==> config.mk <==
export PLATFORM = sky130hd
export DESIGN_NAME = regfile_wb_arbiter
export DESIGN_NICKNAME = d
export VERILOG_FILES = /design/src/rtl/regfile_wb_arbiter.sv
export SDC_FILE = /design/constraint.sdc
export NUM_CORES = 1
export LEC_CHECK = 0
export CORE_MARGIN = 1.5
export CORE_UTILIZATION = 39
export CTS_CLUSTER_DIAMETER = 150
export DETAILED_ROUTE_END_ITERATION = 6
export MAX_ROUTING_LAYER = met4
export PLACE_DENSITY = 0.78
export SYNTH_ARGS = -nofsm -noshare
export SYNTH_HDL_FRONTEND = slang
export SYNTH_SLANG_ARGS = --single-unit
==> constraint.sdc <==
create_clock -name clk -period 2 [get_ports clk]
set_input_delay 0.3 -clock clk [delete_from_list [all_inputs] [get_ports clk]]
set_output_delay 0.3 -clock clk [all_outputs]
set_load 0.02 [all_outputs]
==> src/rtl/regfile_wb_arbiter.sv <==
// Write-port arbiter for the 8x16 register file: pipeline, FPU and crypto writeback.
// Pipeline has priority, FPU/crypto alternate, starvation counters force F/C through.
module regfile_wb_arbiter #(
   parameter int unsigned DATA_W   = 16,
   parameter int unsigned ADDR_W   = 3,
   parameter int unsigned MAX_WAIT = 4
) (
   input  logic              clk,
   input  logic              rst_n,
   input  logic              p_valid,
   input  logic [ADDR_W-1:0] p_addr,
   input  logic [DATA_W-1:0] p_data,
   output logic              p_ready,
   output logic              p_stall,
   input  logic              f_valid,
   input  logic [ADDR_W-1:0] f_addr,
   input  logic [DATA_W-1:0] f_data,
   output logic              f_ready,
   input  logic              c_valid,
   input  logic [ADDR_W-1:0] c_addr,
   input  logic [DATA_W-1:0] c_data,
   output logic              c_ready,
   output logic              rf_wr_en,
   output logic [ADDR_W-1:0] rf_wr_addr,
   output logic [DATA_W-1:0] rf_wr_data
);

   localparam int unsigned WAIT_W = $clog2(MAX_WAIT + 1);

   typedef enum logic {RR_F = 1'b0, RR_C = 1'b1} rr_e;
   typedef enum logic [1:0] {SRC_NONE, SRC_P, SRC_F, SRC_C} src_e;

   rr_e               rr_q, rr_d;
   src_e              grant;
   logic [WAIT_W-1:0] f_wait_q, f_wait_d;
   logic [WAIT_W-1:0] c_wait_q, c_wait_d;
   logic              f_starved, c_starved;
   logic [ADDR_W-1:0] wr_addr_d;
   logic [DATA_W-1:0] wr_data_d;

   assign f_starved = f_valid && (f_wait_q == WAIT_W'(MAX_WAIT));
   assign c_starved = c_valid && (c_wait_q == WAIT_W'(MAX_WAIT));
   assign p_stall   = p_valid && !p_ready;

   // Grant selection, round-robin pointer and wait-counter next state
   always_comb begin
      grant     = SRC_NONE;
      rr_d      = rr_q;
      f_wait_d  = '0;
      c_wait_d  = '0;
      p_ready   = 1'b0;
      f_ready   = 1'b0;
      c_ready   = 1'b0;
      wr_addr_d = rf_wr_addr;
      wr_data_d = rf_wr_data;

      if (f_starved && c_starved)
         grant = (rr_q == RR_C) ? SRC_C : SRC_F;
      else if (f_starved)
         grant = SRC_F;
      else if (c_starved)
         grant = SRC_C;
      else if (p_valid)
         grant = SRC_P;
      else if (f_valid && c_valid)
         grant = (rr_q == RR_C) ? SRC_C : SRC_F;
      else if (f_valid)
         grant = SRC_F;
      else if (c_valid)
         grant = SRC_C;

      case (grant)
         SRC_P: begin
            p_ready   = 1'b1;
            wr_addr_d = p_addr;
            wr_data_d = p_data;
         end
         SRC_F: begin
            f_ready   = 1'b1;
            rr_d      = RR_C;
            wr_addr_d = f_addr;
            wr_data_d = f_data;
         end
         SRC_C: begin
            c_ready   = 1'b1;
            rr_d      = RR_F;
            wr_addr_d = c_addr;
            wr_data_d = c_data;
         end
         default: ;
      endcase

      if (f_valid && !f_ready)
         f_wait_d = (f_wait_q == WAIT_W'(MAX_WAIT)) ? f_wait_q : f_wait_q + WAIT_W'(1);
      if (c_valid && !c_ready)
         c_wait_d = (c_wait_q == WAIT_W'(MAX_WAIT)) ? c_wait_q : c_wait_q + WAIT_W'(1);
   end

   // Arbitration state
   always_ff @(posedge clk or negedge rst_n) begin
      if (!rst_n) begin
         rr_q     <= RR_F;
         f_wait_q <= '0;
         c_wait_q <= '0;
      end else begin
         rr_q     <= rr_d;
         f_wait_q <= f_wait_d;
         c_wait_q <= c_wait_d;
      end
   end

   // Registered write port; address/data hold when idle
   always_ff @(posedge clk or negedge rst_n) begin
      if (!rst_n) begin
         rf_wr_en   <= 1'b0;
         rf_wr_addr <= '0;
         rf_wr_data <= '0;
      end else begin
         rf_wr_en   <= (grant != SRC_NONE);
         rf_wr_addr <= wr_addr_d;
         rf_wr_data <= wr_data_d;
      end
   end

endmodule

# Word-level counts from Yosys, hierarchy flattened
# Cells that the tools add are included.
word_totals:
  rom_bits: 0
  latch_bits: 0
  out_inout_bits: 24
  memories: 0
  regBits: 27
  mem_bits_rw: 0
  input_bits: 62
op_classes:
  reduce_logical: 13
  n_shift: 0
  addsub: 2
  n_lt_le_gt_ge: 0
  n_mul: 0
  n_bitwise: 0
  mux: 18
  eq_ne: 7
  n_div: 0
ops:
  columns: ["op", "count"]
  rows:
  - ["$pmux W16 S3", 1]
  - ["$mux W2", 7]
  - ["$mux W3", 4]
  - ["$pmux W3 S3", 1]
  - ["$logic_and A1 B1 Y1", 7]
  - ["$add A3 B1 Y3 const B", 2]
  - ["$eq A3 B3 Y1 const B", 2]
  - ["$eq A2 B2 Y1 const B", 2]
  - ["$mux W1", 4]
  - ["$ne A2 B2 Y1 const B", 2]
  - ["$reduce_bool A2 Y1", 2]
  - ["$logic_not A1 Y1", 3]
  - ["$reduce_bool A3 Y1", 1]
  - ["$eq A2 B1 Y1 const B", 1]
  - ["$pmux W1 S2", 1]

# Longest topological paths before layout
# Gate-level depths: netlist of the first run.
depth:
  word_depth: 12
  mapped_depth: 9
  depth_no_buf: 7

# Least setup slack after synthesis of the first run
# No wires, ideal clock.
synth_path:
  path_type: "register -> output"
  start: "register c_wait_q[0]"
  end: "output p_stall"
  path_slack_ns: 0.004
  path_stages_with_launch: 9
  arrival_time_ns: 1.696
  n_path_buf: 1
  required_ns: 1.700
  cell_sequence: "dfrtp_1 > inv_1 > ha_1 > nand2_1 > a21boi_0 > a21o_1 > clkbuf_1 > nor2_1 > nor2b_1"
synth_via:
  elab_chain_cells: 9
  word_cells_on_any_way: 10
  classes_between: "eq/ne: 2; mux: 4; reduce/logical: 4"
synth_rtl:
  columns: ["element", "line_no", "text"]
  rows:
  - ["start, declared", "36", "logic [WAIT_W-1:0] c_wait_q, c_wait_d;"]
  - ["start signal, assigned", "108", "c_wait_q <= c_wait_d;"]
  - ["$eq A3 B3 Y1 *", "42", "assign c_starved = c_valid && (c_wait_q == WAIT_W'(MAX_WAIT));"]
  - ["$logic_and A1 B1 Y1 *", "42", null]
  - ["$mux W2", "61", "else if (c_starved)"]
  - ["$mux W2", "59", "else if (f_starved)"]
  - ["$mux W2 *", "57", "if (f_starved && c_starved)"]
  - ["$eq A2 B1 Y1 *", "72", "case (grant)"]
  - ["$mux W1 *", "72", null]
  - ["net p_ready", "13", "output logic p_ready,"]
  - ["$logic_not A1 Y1 *", "43", "assign p_stall = p_valid && !p_ready;"]
  - ["$logic_and A1 B1 Y1 *", "43", null]
  - ["end, declared", "14", "output logic p_stall,"]
# The timed path passes the listed nets; every way through them passes the cells marked *.

# Worst setup path after layout of the first run
layout_path:
  start: "register f_wait_q[1]"
  end: "output p_stall"
layout_via:
  elab_chain_cells: 8
  word_cells_on_any_way: 9
  classes_between: "eq/ne: 2; mux: 3; reduce/logical: 4"
layout_rtl:
  columns: ["element", "line_no", "text"]
  rows:
  - ["start, declared", "35", "logic [WAIT_W-1:0] f_wait_q, f_wait_d;"]
  - ["start signal, assigned", "107", "f_wait_q <= f_wait_d;"]
  - ["$eq A3 B3 Y1 *", "41", "assign f_starved = f_valid && (f_wait_q == WAIT_W'(MAX_WAIT));"]
  - ["$logic_and A1 B1 Y1 *", "41", null]
  - ["$mux W2 / $logic_and A1 B1 Y1 (equally long branches)", "59, 57", null]
  - ["$mux W2 *", "57", null]
  - ["$eq A2 B1 Y1 *", "72", null]
  - ["$mux W1 *", "72", null]
  - ["$logic_not A1 Y1 *", "43", null]
  - ["$logic_and A1 B1 Y1 *", "43", null]
# Mark *: on every way between the ends. The rest lies on a longest branch, timed or not.

==> results.md, run 1 <==
* Global-route wire length before repair at 6530 um
* EDFF count, synth at 0
* Synth area leaders: dfrtp_1 42%, mux2i_1 36%, ha_1 3.1%
* Setup violators final at 0
* Crit Path Category: reg -> out
* Core Rows at 23
* DRT iter0 DRCs at 41
* CTS Buf Count at 3
* Synth top area share at 0.421
* Post-DRT Antenna Nets at 0
* Global Route Usage Sum at 0.197
* Place WS at -0.408 ns
* GR Util met1 at 0.218
* VDD IR-drop max at 0.000314 V
* Met2 usage at 0.363
* Chip height at 67.2 um
* Post-Route WL at 4330 um
* Area grow syn2layout at 72.1%
* Worst-path fanout max at 3
* Critical Path AT at 1.70 ns
* Initial core utilization at 0.405
* Reg2Reg Setup Slack at 0.03 ns
* Ant diodes at 0
* GRT met3 Usage at 0.0300
* Maximum clock frequency at 0.501 GHz
* Layer with the highest usage: met2
* Leakage power at 1.23 nW
* FILL cells at 276
* Fin. max-slew vios at 0
* Synth area leader: dfrtp_1
* Worst r2r dst: rf_wr_data[0]
* Status: complete, no violations
* # hold bufs at CTS at 0
* Number of max-cap violations at 0
* Die area at 4510 sq um
* Reg2Reg Depth at 9
* Width of the die at 67.2 um
* DR WL/cell at 14.5 um
* Crit end category: output pin
* Core area at 3970 sq um
* Crit path required time at 1.70 ns
* Vias post-DR at 1481
* Post-Syn Area at 1610 sq um
* Ratio of cells with drive above 1 in the final layout at 0.202
* Synth Flop Type: dfrtp_1
* CTS sink count at 27
* Placer Congestion at 0.880
* Post-Syn Nets at 206
* Power Density at 653 nW/um^2
* Worst-Margin Slew at 0.372 ns
* Hold Crit Class: in -> async
* Clock Path Buffers at 2
* Port Buffers at 85
* Layout Nets at 315
* Crit path time final at 2.00 ns
* Async S/R FF share, synth at 1.00
* Largest net degree at the start of global routing at 41
* Worst-path clk slew at 0.09 ns
* Relative slew slack at 0.752
* FF+latch area at 676 sq um
* Tot Pwr at 1.81 mW
* Sequential area share after synthesis at 0.421
* Distinct cells, synth at 28
* Residual DRC count at 0
* DRT Pass-1 Iters at 4
* Synthesized area per cell at 11.5 sq um
* RSZ-0062 raised after global routing: yes
* Detailed-placement wirelength estimate at 3190 um
* YS warnings at 0
* Clock latency on the worst-skew pair at 0.27 ns
* Vias in the first global route at 1489
* H-tree levels at 1
* Startpoint types: flop
* I/O pin total at 86
* Cells after Synth at 140
* CTS tree: yes
* Setup WS post-layout at 0.00231 ns
* Multi-input gate area at 906 sq um
* Period utilization at 0.999
* Vias per cell at 4.97
* Flops & latches, synth at 27
* Clk root buf: clkbuf_8
* Total gr overflow at 0
* Hold Vio Cnt, Final at 0
* R2R Path Start: f_wait_q[1]
* Worst Skew at 0.00410 ns
* Initial antenna violation count at 0
[registers in the layout, indices dropped and copies added, names as in the netlist]
| signal | flops |
|---|---|
| rr_q | 1 |
| rf_wr_addr | 3 |
| rf_wr_data | 16 |
| c_wait_q | 3 |
| rf_wr_en | 1 |
| f_wait_q | 3 |
[power by group]
| part | leakage [nW] | total, mW | internal [mW] | switching, mW |
|---|---|---|---|---|
| Sequential | 0.322 | 0.682 | 0.630 | 0.0525 |
| Combinational | 0.884 | 0.815 | 0.460 | 0.355 |
| Clock | 0.0255 | 0.308 | 0.140 | 0.169 |
[layer usage]
metal / routed length (um) / share of wire
met1: 1730 / 0.40
met2: 2360 / 0.54
met3: 180 / 0.042
met4: 63 / 0.015
met5: 0 / 0
[layout by cell type, fill, tap and decap left out]
| master | Yosys | final |
|---|---|---|
| a21boi_2 | 0 | 1 |
| a21o_1 | 1 | 1 |
| a21oi_1 | 2 | 2 |
| a31oi_1 | 1 | 1 |
| and3_1 | 2 | 1 |
| and3_4 | 0 | 1 |
| buf_2 | 2 | 1 |
| buf_4 | 1 | 25 |
| buf_6 | 3 | 3 |
| buf_8 | 0 | 1 |
| clkbuf_8 | 0 | 3 |
| clkdlybuf4s50_1 | 0 | 81 |
| clkinv_2 | 0 | 1 |
| dfrtp_1 | 27 | 27 |
| ha_1 | 4 | 2 |
| ha_4 | 0 | 2 |
| inv_2 | 1 | 6 |
| maj3_2 | 0 | 1 |
| mux2i_1 | 57 | 57 |
| nand2_1 | 8 | 6 |
| nand2_2 | 0 | 1 |
| nand2_4 | 0 | 1 |
| nand2b_1 | 1 | 1 |
| nand3_1 | 3 | 2 |
| nand3_2 | 0 | 1 |
| nand3b_1 | 1 | 1 |
| nor2_1 | 8 | 7 |
| nor2_2 | 0 | 1 |
| nor2b_1 | 1 | 1 |
| nor3_1 | 1 | 1 |
| o2111a_1 | 1 | 1 |
| o21a_1 | 2 | 2 |
| o21ai_4 | 1 | 1 |
| o31a_1 | 1 | 1 |
| o32a_1 | 1 | 1 |
| xnor2_1 | 2 | 2 |
[synthesized netlist by cell type, types with 2 or more instances]
library cell	count
xnor2_1	2
buf_6	3
and3_1	2
a21oi_1	2
o21a_1	2
nand2_1	8
mux2i_1	57
dfrtp_1	27
ha_1	4
nand3_1	3
nor2_1	8
inv_1	5
buf_2	2
[worst max-delay path, cell delays in order, from the launching register on]
cell     delay [ns]
dfrtp_1        0.40
inv_2          0.07
ha_4           0.16
buf_6          0.11
nand3_2        0.06
o31a_1         0.13
o21ai_4        0.19
nor2_2         0.06
nor2b_1        0.10
buf_4          0.15
[repair_timing]
item / 4_1_cts / 5_1_grt
buffers inserted: 6 / 5
setup endpoints to repair: 25 / 24
pin swaps: 5 / 4
gates resized for setup: 33 / 10
[how the worst max path moves through the flow]
stage,from,end,slack [ns]
3_3_place_gp,f_valid,p_stall,-0.36
6_report,f_wait_q[1],p_stall,0.002
4_1_cts,f_wait_q[1],rf_wr_data[0],-0.06
5_1_grt,f_wait_q[1],p_stall,-0.09
2_1_floorplan,c_wait_q[0],p_stall,0.004
3_5_place_dp,f_valid,p_stall,-0.41
[per-stage QoR]
stage / utilization / std cells / TNS, ns / instance area [sq um] / hold WS, ns
floorplan: - / 140 / 0 / 1610 / 0.00441
global placement: 0.651 / 284 / -7.56 / 2580 / 0.544
detailed placement: 0.651 / 284 / -9.13 / 2580 / 0.559
CTS: 0.681 / 294 / -0.919 / 2710 / 0.421
global route: 0.696 / 298 / -1.16 / 2770 / 0.443
finish: 0.696 / 298 / 0 / 2770 / 0.414
[logic make-up (layout without fill, tap and decap cells)]
logic type / Yosys count / in the layout / share of synthesized area
and+or+nand+nor: 25 / 25 / 0.0701
buffers and inverters: 13 / 121 / 0.0483
adders and majority gates: 5 / 5 / 0.0374
muxes: 57 / 57 / 0.355
DFF: 27 / 27 / 0.421
AOI/OAI and AO/OA: 11 / 11 / 0.0576
xor gates and xnor gates: 2 / 2 / 0.0109
[final cells by class]
cell class | count | share of cell area
Timing Repair Buffer | 111 | 0.381
Multi-Input combinational cell | 100 | 0.328
Sequential cell | 27 | 0.244
Tap cell | 50 | 0.0226
Clock buffer | 3 | 0.0149
Inverter | 6 | 0.00814
Clock inverter | 1 | 0.00181
(Power assumes the default switching activity.)
==> run 2: changes to the inputs <==
Settings changed: PLACE_DENSITY 0.78 to 0.8, SKIP_LAST_GASP set to 1.
==> run 2 against run 1 <==
  * The flow now finishes with violations (setup timing)
  * Register-to-register slack barely moved
  * Clock skew fell by 0.0012 ns
  * Cell count fell by 0.34%
  * Sequential cell count did not move
  * Worst hold slack got worse by 0.036 ns
  * Combinational power fell by 1%
  * Design area fell by 0.59%
  * Critical path type unchanged
  * Critical endpoint is now p_ready
  * Largest cell class unchanged
==> results.md, run 2 (synthesized netlist as in run 1, its figures left out) <==
* Worst-path fanout max at 4 (+1)
* Global-route wire length before repair at 6670 um (+2.1%)
* Startpoint types: flop
* Worst Skew at 0.00289 ns (-0.00120 ns)
* Hold Vio Cnt, Final at 0 (unchanged)
* Clk root buf: clkbuf_8
* Hold Crit Class: in -> async
* Total gr overflow at 0 (unchanged)
* Maximum clock frequency at 0.499 GHz (-0.26%)
* Sequential Power Share at 0.377 (about the same)
* Vias post-DR at 1432 (-3.3%)
* Period utilization at 1.00 (+0.00262)
* Failing checks: setup timing
* Initial core utilization at 0.405 (unchanged)
* Global Route Usage Sum at 0.201 (+0.00401)
* Combinational power share at 0.445 (-0.006)
* Status: complete, but fails checks
* Setup violators final at 3 (+3)
* R2R Path Start: f_wait_q[0]
* Setup WS post-layout at -0.00293 ns (-0.00525 ns)
* # hold bufs at CTS at 0 (unchanged)
* RSZ-0062 raised after global routing: yes
* Largest register FFs at 16 (unchanged)
* Final setup TNS at -0.00411 ns (-0.00411 ns)
* Post-DRT Antenna Nets at 0 (unchanged)
* Number of max-cap violations at 0 (unchanged)
* Clock latency on the worst-skew pair at 0.28 ns (about the same)
* Cell internal pwr at 1.22 mW (-0.50%)
* Post-Route WL at 4240 um (-2.1%)
* FILL cells at 330 (+20%)
* Commonest non-fill, non-tap cell in the layout: clkdlybuf4s50_1
* Vias per cell at 4.82 (-3.0%)
* Port Buffers at 85 (unchanged)
* Residual DRC count at 0 (unchanged)
* DRT iter0 DRCs at 60 (+46%)
* Ratio of cells with drive above 1 in the final layout at 0.190 (-0.0113)
* Crit path launch: f_wait_q[0]
* Initial antenna violation count at 0 (unchanged)
* Vias in the first global route at 1479 (-0.67%)
* Layout Nets at 314 (-0.32%)
* WP buf/inv at 4 (+1)
* Slowest-stage cell, CP: dfrtp_1
* CP peak stage delay at 0.40 ns (about the same)
* DRT Pass-1 Iters at 4 (unchanged)
* CP most frequent cell: buf_6
* Leakage power at 1.23 nW (+0.25%)
* Ant diodes at 0 (unchanged)
* Crit Path Category: reg -> out
* Placer Congestion at 0.776 (-12%)
* CTS Buf Count at 3 (unchanged)
* I/O pin total at 86 (unchanged)
* H-tree levels at 1 (unchanged)
* Fin. max-slew vios at 0 (unchanged)
* Crit end category: output pin
* Sw power at 0.582 mW (+0.96%)
* Hold_ws at 0.378 ns (-0.0357 ns)
* Largest Register: rf_wr_data
* Crit-path cells: inv_2 > ha_4 > buf_6 > nand3_2 > o31a_1 > o21ai_4 > nor2_2 > buf_4 > buf_6
* Tot Pwr at 1.80 mW (about the same)
* Area grow syn2layout at 71.1%
* Clock Path Buffers at 2 (unchanged)
* Core area at 3970 sq um (unchanged)
* Crit path time final at 2.00 ns (+0.00525 ns)
* Worst-Margin Slew at 0.362 ns (-0.0107 ns)
* Critical path's top delay family: buffers and inverters
* DR WL/cell at 14.3 um (-1.8%)
* Width of the die at 67.2 um (unchanged)
* CTS sink count at 27 (unchanged)
* Power Density at 657 nW/um^2 (+0.56%)
* Largest net degree at the start of global routing at 28 (-32%)
* Clock power frac at 0.178 (+0.007)
* VDD IR-drop max at 0.000422 V (+35%)
* Core Rows at 23 (unchanged)
* Chip height at 67.2 um (unchanged)
* Crit path required time at 1.70 ns (about the same)
* Sw Ratio at 0.322 (+0.00318)
* Commonest non-fill, non-tap cells in the layout: 80 x clkdlybuf4s50_1, 57 x mux2i_1, 27 x dfrtp_1
* Critical Path AT at 1.70 ns (about the same)
* CTS tree: yes
* Detailed-placement wirelength estimate at 3330 um (+4.5%)
* Die area at 4510 sq um (unchanged)
* Worst-path clk slew at 0.10 ns (about the same)
* Relative slew slack at 0.759 (+0.00713)
## run 2: changes by cell type in the layout (fill, tap and decap cells not counted), sizes merged
cell,change
buf,-1
clkdlybuf4s50,-1
dlymetal6s2s,+1
## run 2: power groups by stage
| stage | registers (mW) | clock network, mW | logic [mW] |
|---|---|---|---|
| 2_1_floorplan | 0.771 | 0 | 0.287 |
| 3_3_place_gp | 0.685 | 0 | 0.744 |
| 3_5_place_dp | 0.689 | 0 | 0.757 |
| 4_1_cts | 0.681 | 0.328 | 0.785 |
| 5_1_grt | 0.691 | 0.343 | 0.865 |
| 6_report | 0.680 | 0.321 | 0.803 |
## run 2: area by class of cell
cell class	count	area, sq um	share of cell area
clock buffer	3	41.3	0.0150
clock inverter	1	5.00	0.00182
sequential	27	676	0.246
tap	50	62.6	0.0228
timing repair buffer	110	1050	0.381
inverter	6	22.5	0.00819
multi-input combinational	100	896	0.326
## run 2: repair_timing
action	in CTS	in global routing
gates resized for setup	34	6
setup buffers	2	3
endpoints found under the setup margin	7	24
pin swaps	5	8
## run 2: path summary, 6_finish.rpt
check / cells past startpoint / slack [ns] / endpoint
worst max register to register: 9 / 0.04 / rf_wr_data[13]
max in group asynchronous: 2 / 1.36 / rf_wr_data[15]
min in group clk: 3 / 0.48 / f_wait_q[1]
worst min-delay path: 2 / 0.38 / rf_wr_data[8]
worst max-delay path: 9 / -0.003 / p_ready
worst min register to register: 2 / 0.58 / rf_wr_data[15]
## run 2: routing by layer
| metal | vias up | GRT usage | part of all wire |
|---|---|---|---|
| met5 | - | - | 0 |
| met4 | 0 | 0.0587 | 0.012 |
| met3 | 6 | 0.0433 | 0.055 |
| met2 | 49 | 0.324 | 0.51 |
| met1 | 666 | 0.256 | 0.42 |
| li1 | 711 | - | - |
## run 2: per-stage QoR
stage                     cells   util  cell area (sq um)  worst slack [ns]
after global routing        297  0.692               2750            -0.108
final                       297  0.692               2750          -0.00293
after floorplan             140      -               1610           0.00400
after detailed placement    288  0.658               2620            -0.460
after global placement      288  0.658               2620            -0.420
after CTS                   294  0.682               2710           -0.0452
==> run 3: changes to the inputs <==
Settings changed: PLACE_DENSITY 0.8 to 0.92.
==> run 3 against run 2 <==
  * The flow still finishes with violations (setup timing)
  * Clock power down 3%
  * Via count grew 4.5%
  * Largest cell class unchanged
  * Combinational power grew 2.6%
  * Global-route usage fell by 1.3 points
  * Setup slack got worse by 0.029 ns
  * Core utilization rose by 1.8 points
  * Highest routed layer unchanged
==> results.md, run 3 (synthesized netlist as in run 1, its figures left out) <==
* Global-route wire length before repair at 6340 um (-5.0%)
* CTS Buf Count at 3 (unchanged)
* Area post-placement at 2630 sq um (+0.57%)
* Setup violators final at 2 (-1)
* Worst-Margin Slew at 0.367 ns (+0.00576 ns)
* Maximum clock frequency at 0.492 GHz (-1.4%)
* Crit Path Category: in -> out
* I/O pin total at 86 (unchanged)
* Largest Register: rf_wr_data
* Initial antenna violation count at 0 (unchanged)
* Die area at 4510 sq um (unchanged)
* Area grow syn2layout at 75.5%
* Status: complete, but fails checks
* Core Rows at 23 (unchanged)
* Failing checks: setup timing
* Largest register FFs at 16 (unchanged)
* CTS tree: yes
* RSZ-0062 raised after global routing: yes
* Ant diodes at 0 (unchanged)
* Post-layout util at 0.710 (+0.0176)
* Global Route Usage Sum at 0.188 (-0.0131)
* DRT iter0 DRCs at 25 (-58%)
* Placed cell count at 290 (+0.69%)
* Relative slew slack at 0.755 (-0.00384)
* Clock latency on the worst-skew pair at 0.27 ns (about the same)
* Commonest non-fill, non-tap cell in the layout: clkdlybuf4s50_1
* Vias post-DR at 1496 (+4.5%)
* DRT Pass-1 Iters at 4 (unchanged)
* CP peak stage delay at 0.52 ns (+0.12 ns)
* Total gr overflow at 0 (unchanged)
* Ratio of cells with drive above 1 in the final layout at 0.211 (+0.0207)
* Detailed-placement wirelength estimate at 3000 um (-9.7%)
* H-tree levels at 1 (unchanged)
* Hold Crit Class: in -> async
* Width of the die at 67.2 um (unchanged)
* Worst r2r dst: rf_wr_addr[0]
* VDD IR-drop max at 0.000345 V (-18%)
* R2R Path Start: f_wait_q[1]
* Tot Pwr at 1.81 mW (+0.55%)
* Worst Skew at 0.00362 ns (+0.000724 ns)
* Chip height at 67.2 um (unchanged)
* Hold Vio Cnt, Final at 0 (unchanged)
* Critical Path AT at 1.73 ns (+0.03 ns)
* Final setup TNS at -0.0605 ns (-0.0564 ns)
* Layout Nets at 323 (+2.9%)
* WP buf/inv at 4 (unchanged)
* Startpoint types: input port
* Core area at 3970 sq um (unchanged)
* Crit-path cells: clkdlybuf4s50_1 > inv_2 > o31a_1 > o21ai_4 > nor2_2 > buf_4 > buf_6
* Critical path's top delay family: buffers and inverters
* Residual DRC count at 0 (unchanged)
* Initial core utilization at 0.405 (unchanged)
* Final Non-Filler Cells at 306 (+3.0%)
* Reg2Reg Setup Slack at 0.04 ns (about the same)
* Worst-path fanout max at 4 (unchanged)
* Reg2Reg Depth at 8 (-1)
* Worst-path clk slew at 0.09 ns (about the same)
* FILL cells at 302 (-8.5%)
* Largest net degree at the start of global routing at 34 (+21%)
* Vias in the first global route at 1430 (-3.3%)
* CTS sink count at 27 (unchanged)
* Slowest-stage cell, CP: clkdlybuf4s50_1
* Port Buffers at 85 (unchanged)
* Number of max-cap violations at 0 (unchanged)
* Setup WS post-layout at -0.0319 ns (-0.0290 ns)
* Vias per cell at 4.89 (+1.4%)
* Clock Path Buffers at 2 (unchanged)
* Post-Route WL at 4170 um (-1.8%)
* Clk root buf: clkbuf_8
* Commonest non-fill, non-tap cells in the layout: 81 x clkdlybuf4s50_1, 57 x mux2i_1, 33 x buf_4
* Final Cell Area at 2820 sq um (+2.5%)
* Leakage power at 1.27 nW (+2.9%)
* Power Density at 644 nW/um^2 (-2.0%)
* Crit path time final at 2.03 ns (+0.0290 ns)
* Post-DRT Antenna Nets at 0 (unchanged)
* Crit path required time at 1.70 ns (about the same)
* Placer Congestion at 0.766 (-1.4%)
* DR WL/cell at 13.6 um (-4.7%)
* Place WS at -0.418 ns (+0.0424 ns)
* Period utilization at 1.02 (+0.0145)
* Fin. max-slew vios at 0 (unchanged)
* Hold_ws at 0.408 ns (+0.0299 ns)
* Crit end category: output pin
[run 3: cell types whose count changed in the layout (fill, tap and decap cells not counted), sizes merged]
cell / before / now
buf: 29 / 38
clkdlybuf4s50: 80 / 81
dlymetal6s2s: 1 / 0
[run 3: repair_timing]
| item | CTS | global route |
|---|---|---|
| hold buffers | 0 | 0 |
| setup buffers | 6 | 6 |
| pin swaps | 4 | 4 |
| gates resized for setup | 33 | 7 |
| setup endpoints to repair | 21 | 22 |
| hold endpoints to repair | 0 | 0 |
[run 3: how the worst max path moves through the flow]
| stage | from | to | slack [ns] | cells past startpoint |
|---|---|---|---|---|
| floorplan | c_wait_q[0] | p_stall | 0.004 | 8 |
| global placement | f_valid | p_stall | -0.39 | 7 |
| detailed placement | p_valid | p_ready | -0.42 | 6 |
| CTS | f_wait_q[0] | rf_wr_addr[0] | -0.03 | 8 |
| global route | c_wait_q[0] | p_stall | -0.12 | 8 |
| finish | f_valid | p_ready | -0.03 | 7 |
[run 3: metal layers]
metal	track usage	wire length [um]	up-vias
met5	-	0	-
met4	0.0281	35	0
met3	0.0317	209	4
met2	0.339	2180	54
met1	0.225	1740	709
li1	-	-	729
[run 3: power breakdown]
group	internal (mW)	leakage, nW	switching, mW
Clock	0.139	0.0255	0.172
Sequential	0.629	0.322	0.0502
Combinational	0.473	0.923	0.351
[run 3: layout make-up]
cell class	instances	area, sq um	share of cell area
clock buffers	3	41.3	0.0146
well taps	50	62.6	0.0222
multi-input cells	100	893	0.317
clock inverters	1	5.00	0.00178
inverters	6	22.5	0.00799
flip-flops and latches	27	676	0.240
repair buffers	119	1120	0.397
